===== src/rtl/systolic_row_feeder.sv =====
// rtl/systolic_row_feeder.sv - row FIFO and sequencer that feeds the systolic-array input parser
//
// Buffers matrix rows behind a valid/ready handshake and streams one row per
// cycle into the parser lanes. Each block ends with FULL_SIZE zero rows that
// flush the parser's skew pipeline. A tile-mode change is applied only once
// the pipeline is empty, and is followed by HALF_SIZE idle settle cycles.
//
// Ports:
//   clk, rst_n          clock, asynchronous active-low reset
//   s_valid / s_ready   upstream row handshake
//   s_data_0, s_data_1  row for the in_0 lane, second row (tile mode only)
//   s_last              last row of a block
//   tile_req            requested tile mode
//   tile                tile mode currently applied to the parser
//   enable              parser shift enable
//   out_0, out_1        rows to parser in_0 / in_1
//   busy                sequencer active or rows buffered
//   blocks_done         completed-block counter, wraps at 2^16

module systolic_row_feeder #(
    parameter int FULL_SIZE  = 8,
    parameter int HALF_SIZE  = 4,
    parameter int DATA_WIDTH = 16,
    parameter int DEPTH      = 8
) (
    input  logic                            clk,
    input  logic                            rst_n,
    input  logic                            s_valid,
    output logic                            s_ready,
    input  logic [FULL_SIZE*DATA_WIDTH-1:0] s_data_0,
    input  logic [FULL_SIZE*DATA_WIDTH-1:0] s_data_1,
    input  logic                            s_last,
    input  logic                            tile_req,
    output logic                            tile,
    output logic                            enable,
    output logic [FULL_SIZE*DATA_WIDTH-1:0] out_0,
    output logic [FULL_SIZE*DATA_WIDTH-1:0] out_1,
    output logic                            busy,
    output logic [15:0]                     blocks_done
);

    localparam int ROW_W   = FULL_SIZE * DATA_WIDTH;
    localparam int ENTRY_W = 2 * ROW_W + 1;
    localparam int PTR_W   = $clog2(DEPTH);
    localparam int CNT_W   = PTR_W + 1;
    localparam int DR_W    = $clog2(FULL_SIZE + 1);
    localparam int SW_W    = $clog2(HALF_SIZE + 1);

    typedef enum logic [1:0] {
        S_IDLE,
        S_STREAM,
        S_DRAIN,
        S_SWITCH
    } state_t;

    // ------------------------------------------------------------------
    // Row FIFO
    // ------------------------------------------------------------------
    logic [ENTRY_W-1:0] mem [DEPTH];
    logic [PTR_W-1:0]   wr_ptr;
    logic [PTR_W-1:0]   rd_ptr;
    logic [CNT_W-1:0]   count;
    logic               push;
    logic               pop;
    logic [ENTRY_W-1:0] head;
    logic               head_last;
    logic [ROW_W-1:0]   head_d0;
    logic [ROW_W-1:0]   head_d1;

    assign s_ready   = (count < CNT_W'(DEPTH));
    assign push      = s_valid && s_ready;
    assign head      = mem[rd_ptr];
    assign head_last = head[ENTRY_W-1];
    assign head_d1   = head[2*ROW_W-1:ROW_W];
    assign head_d0   = head[ROW_W-1:0];

    // Storage carries no reset; only pointers and count define validity.
    always_ff @(posedge clk) begin
        if (push) begin
            mem[wr_ptr] <= {s_last, s_data_1, s_data_0};
        end
    end

    // Pop decisions read the registered count, so a row written at one
    // edge cannot leave before the next edge.
    always_ff @(posedge clk or negedge rst_n) begin
        if (!rst_n) begin
            wr_ptr <= '0;
            rd_ptr <= '0;
            count  <= '0;
        end else begin
            if (push) begin
                wr_ptr <= wr_ptr + PTR_W'(1);
            end
            if (pop) begin
                rd_ptr <= rd_ptr + PTR_W'(1);
            end
            case ({push, pop})
                2'b10:   count <= count + CNT_W'(1);
                2'b01:   count <= count - CNT_W'(1);
                default: count <= count;
            endcase
        end
    end

    // ------------------------------------------------------------------
    // Sequencer
    // ------------------------------------------------------------------
    state_t          state;
    state_t          state_d;
    logic [DR_W-1:0] dr_cnt;
    logic [DR_W-1:0] dr_cnt_d;
    logic [SW_W-1:0] sw_cnt;
    logic [SW_W-1:0] sw_cnt_d;
    logic            tile_d;
    logic            enable_d;
    logic            load_row;
    logic            clear_out;
    logic            block_inc;
    logic            rows_avail;

    assign rows_avail = (count != '0);
    assign busy       = (state != S_IDLE) || rows_avail;

    always_ff @(posedge clk or negedge rst_n) begin
        if (!rst_n) begin
            state <= S_IDLE;
        end else begin
            state <= state_d;
        end
    end

    always_comb begin
        state_d   = state;
        dr_cnt_d  = dr_cnt;
        sw_cnt_d  = sw_cnt;
        tile_d    = tile;
        enable_d  = enable;
        pop       = 1'b0;
        load_row  = 1'b0;
        clear_out = 1'b0;
        block_inc = 1'b0;

        case (state)
            S_IDLE: begin
                if (tile_req != tile) begin
                    // Pipeline is already empty here, so the mode can flip now.
                    tile_d    = tile_req;
                    state_d   = S_SWITCH;
                    sw_cnt_d  = '0;
                    enable_d  = 1'b0;
                    clear_out = 1'b1;
                end else if (rows_avail) begin
                    pop      = 1'b1;
                    load_row = 1'b1;
                    enable_d = 1'b1;
                    if (head_last) begin
                        state_d  = S_DRAIN;
                        dr_cnt_d = '0;
                    end else begin
                        state_d = S_STREAM;
                    end
                end else begin
                    enable_d  = 1'b0;
                    clear_out = 1'b1;
                end
            end

            S_STREAM: begin
                if (rows_avail) begin
                    pop      = 1'b1;
                    load_row = 1'b1;
                    enable_d = 1'b1;
                    if (head_last) begin
                        state_d  = S_DRAIN;
                        dr_cnt_d = '0;
                    end
                end else begin
                    // Underflow stalls the parser: outputs hold, no shift.
                    enable_d = 1'b0;
                end
            end

            S_DRAIN: begin
                clear_out = 1'b1;
                enable_d  = 1'b1;
                dr_cnt_d  = dr_cnt + DR_W'(1);
                if (dr_cnt == DR_W'(FULL_SIZE - 1)) begin
                    block_inc = 1'b1;
                    if (tile_req != tile) begin
                        tile_d   = tile_req;
                        state_d  = S_SWITCH;
                        sw_cnt_d = '0;
                    end else begin
                        state_d = S_IDLE;
                    end
                end
            end

            S_SWITCH: begin
                clear_out = 1'b1;
                enable_d  = 1'b0;
                sw_cnt_d  = sw_cnt + SW_W'(1);
                if (sw_cnt == SW_W'(HALF_SIZE - 1)) begin
                    state_d = S_IDLE;
                end
            end

            default: begin
                state_d = S_IDLE;
            end
        endcase
    end

    always_ff @(posedge clk or negedge rst_n) begin
        if (!rst_n) begin
            dr_cnt      <= '0;
            sw_cnt      <= '0;
            tile        <= 1'b0;
            enable      <= 1'b0;
            out_0       <= '0;
            out_1       <= '0;
            blocks_done <= '0;
        end else begin
            dr_cnt <= dr_cnt_d;
            sw_cnt <= sw_cnt_d;
            tile   <= tile_d;
            enable <= enable_d;
            if (load_row) begin
                // Rows are only loaded while tile is stable, so the current
                // mode decides whether the second lane is live.
                out_0 <= head_d0;
                out_1 <= tile ? head_d1 : '0;
            end else if (clear_out) begin
                out_0 <= '0;
                out_1 <= '0;
            end
            if (block_inc) begin
                blocks_done <= blocks_done + 16'd1;
            end
        end
    end

endmodule


===== config.mk =====
export PLATFORM = sky130hd
export DESIGN_NAME = systolic_row_feeder
export DESIGN_NICKNAME = d
export VERILOG_FILES = /design/src/rtl/systolic_row_feeder.sv
export SDC_FILE = /design/constraint.sdc
export NUM_CORES = 2
export LEC_CHECK = 0
export CAP_MARGIN = 20
export CORE_UTILIZATION = 40
export CTS_BUF_LIST = sky130_fd_sc_hd__clkbuf_16
export DETAILED_ROUTE_END_ITERATION = 6
export SLEW_MARGIN = 15
export SYNTH_ARGS = -nofsm -noshare
export SYNTH_HDL_FRONTEND = slang
export SYNTH_SLANG_ARGS = --single-unit

===== constraint.sdc =====
create_clock -name clk -period 24.7 [get_ports clk]
set_input_delay 3.705 -clock clk [delete_from_list [all_inputs] [get_ports clk]]
set_output_delay 3.705 -clock clk [all_outputs]
set_load 0.02 [all_outputs]

==> run_results.csv <==
group,metric,value,unit
timing,setup_violations,0,
synth,synth_top_area_share,70.5,%
setup_path,path_cells,"clkdlybuf4s50_1 -> nor2b_1 -> nand2b_1 -> nor2_4 -> buf_4 -> buf_4 -> buf_4",
placement,dp_cells,6991,
detailed_routing,dr.pass1.iters,5,
setup_path,critPathCapture,"mem[1][100]",
global_route,met2_usage,28.8,%
synth,synth-main-ff-cell,"edfxtp_1",
timing,max_freq,0.128,GHz
global_route,grt_start_max_net_pins,129,
floorplan,initial_core_util,40.3,%
setup_path,reg2reg_to,"out_0[0]",
timing,rsz0062_at_grt,"false",
pwr,ir_drop,91.6,uV
cts,clockBufferDepth,3,
setup_path,slowest_stage,"buf_4",
timing,fin_crit_sh,31.5,%
synth,synthArstFlopShare,12.5,%
timing,slew_headroom,25.9,%
cells_and_area,drive_gt1_share,20.4,%
floorplan,fp-row-count,171,
placement,numPortBuffers,536,
timing,period_needed,7.79,ns
cts,clock_latency,0.88,ns
status,status,"finished, final reports clean",
setup_path,crit_path_frequent_cell,"buf_4",
synth,syn_inst,3740,
global_route,antenna_found_initial,42,
setup_path,required,25.16,ns
setup_path,crit_start,"s_valid",
pwr,p_total,11.8,mW
detailed_routing,final_antenna_net_count,0,
cts,clkTransAtPathRegs,0.06,ns
global_route,grt_usage,17.5,%
synth,synth_edf_count,2056,
global_route,grt_pass1_vias,42100,
detailed_routing,first_iter_violations,2795,
detailed_routing,wl_per_cell,25.9,um
global_route,met1_usage,23.5,%
global_route,grt_pass1_wl,286,mm
setup_path,crit_fanout,50,
cts,cts-buffers-inserted,231,
timing,fin_setup_tns,0,ns
timing,worstMarginPinSlew,1.11,ns
setup_path,arrival,8.25,ns
floorplan,fp.coreArea,217000,sq um
flow_run,maxCapViolations,0,
setup_path,max_stage_delay,0.83,ns
timing,hold_viol,0,
setup_path,start_kind,"input pin",
cells_and_area,final_cells,7442,
synth,netlist_area,87600,sq um
floorplan,die_h,470,um
synth,yosysTopAreaCell,"edfxtp_1",
floorplan,boundaryPins,537,
synth,synth_warnings,0,
synth,ys_types,45,
cts,post_cts_resized,0,
pwr,p_per_area,113,nW/um^2
synth,synthTopCellsByArea,"edfxtp_1, mux4_2, dfrtp_1",
placement,gp_congestion,0.731,
placement,hpwlAfterDp,108,mm
floorplan,die-area,221000,sq um
cts,cts_tree,"built",
pwr,p_leak,34.3,nW
detailed_routing,totalWireLength,193,mm
hold_path,hold_class,"register to register",
synth,seq_area_frac_synth,78.9,%
global_route,top_usage_layer,"met2",
global_route,use_met3,3.37,%
cells_and_area,final_nets,4646,
synth,synth_fp_nets,4015,
cells_and_area,post-route-util,47.8,%
detailed_routing,drc,0,
timing,slew_viol_final,0,
setup_path,rr_startpoint,"rd_ptr[0]",
cts,ctsHoldBuffers,0,
cts,htreeDepth,4,
detailed_routing,viasPerCell,5.35,
setup_path,endpoint_kind,"register",
timing,skew,0.0571,ns
cts,clockRootBuffer,"clkbuf_16",
global_route,grt_overflow,0,
synth,syn_avg_cell_area,23.4,sq um
synth,ys_ff_latch,2349,
floorplan,die_x,470,um
cells_and_area,area_growth,18.6,%
setup_path,rr_worst_depth,7,
detailed_routing,vias,39800,
setup_path,r2r_setup_slack,19.16,ns
cts,clock_sinks,2349,
setup_path,worst-setup-path-type,"input pin to register",
cts,post-cts-setup-buffer-count,0,
## final cells by class
cell class	count	area, sq um
timing repair buffer	602	6030
sequential	2349	69100
fill	17600	113000
clock buffer	231	5780
antenna	12	30.0
tap	2854	3570
multi-input combinational	1173	17500
clock inverter	207	1900
inverter	14	52.6
## placed cells by master (no fill, tap or decap), types with 7 or more instances in the layout
| cell | instances |
|---|---|
| inv_1 | 64 |
| diode_2 | 12 |
| edfxtp_1 | 2056 |
| clkinv_2 | 47 |
| clkbuf_16 | 231 |
| mux2i_1 | 262 |
| mux4_2 | 513 |
| clkdlybuf4s50_1 | 535 |
| xnor2_1 | 18 |
| nand3_1 | 10 |
| xor2_1 | 7 |
| buf_4 | 53 |
| nor2_1 | 11 |
| o21ai_0 | 8 |
| bufinv_16 | 26 |
| clkinv_16 | 12 |
| buf_12 | 11 |
| ha_1 | 14 |
| clkinv_1 | 57 |
| dfrtp_1 | 290 |
| nand2_1 | 25 |
| o2bb2ai_1 | 257 |
## worst max-delay path, delay by kind of cell
family / cells / cell delay [ns]
AND/OR/NAND/NOR: 3 / 1.47
buffers and inverters: 4 / 2.93
## power by group
part | total (mW) | switching, mW | internal (mW)
registers | 5.06 | 0.215 | 4.85
logic | 3.22 | 1.81 | 1.41
clock network | 3.49 | 1.51 | 1.98
## registers in the layout, summed over array words and instances (netlist names)
name and cells:
tile 1, out_1 128, dr_cnt 4, sw_cnt 3
state 2, enable 1, mem 2056, rd_ptr 3
out_0 128, count 4, wr_ptr 3, blocks_done 16
## through the flow
step	hold WS, ns	setup WS (ns)	area (sq um)
floorplan	0.457	2.03	87600
global placement	0.466	16.01	96200
detailed placement	0.472	16.00	96200
CTS	0.485	16.92	104000
global route	0.498	16.74	104000
finish	0.483	16.91	104000
## cell usage after synthesis (2+ instances only)
cell type / instances
buf_4: 3
buf_6: 26
o21ai_0: 8
mux2_2: 5
nand2_1: 26
xnor2_1: 18
mux2i_1: 262
a21oi_1: 4
nand3_1: 10
buf_1: 21
nor2_1: 17
inv_1: 13
buf_2: 70
xor2_1: 7
ha_1: 14
and3_1: 2
nor3_1: 4
clkbuf_1: 84
edfxtp_1: 2056
nand2b_1: 4
dfrtp_1: 293
mux4_2: 513
o2bb2ai_1: 257
nand4_1: 2
## worst min-delay path by stage
stage	from	endpoint	slack, ns	cells past startpoint
after floorplan	wr_ptr[2]	wr_ptr[2]	0.46	1
after global placement	blocks_done[15]	blocks_done[15]	0.47	1
after detailed placement	out_1[71]	out_1[71]	0.47	1
after CTS	blocks_done[15]	blocks_done[15]	0.48	1
after global routing	out_1[26]	out_1[26]	0.50	1
final	blocks_done[15]	blocks_done[15]	0.48	1
## routing by layer
layer / wire length (um) / vias to the layer above
li1: - / 17100
met1: 82400 / 21400
met2: 96200 / 952
met3: 9190 / 308
met4: 4970 / 44
met5: 287 / -
## cells by family after synthesis
family	synth area share (%)
DFF	78.9
buffers and inverters	1.27
and+or+nand+nor	0.404
muxes	16.3
adders and majority gates	0.200
xor gates and xnor gates	0.269
AOI/OAI and AO/OA	2.74
(Power assumes the default switching activity.)
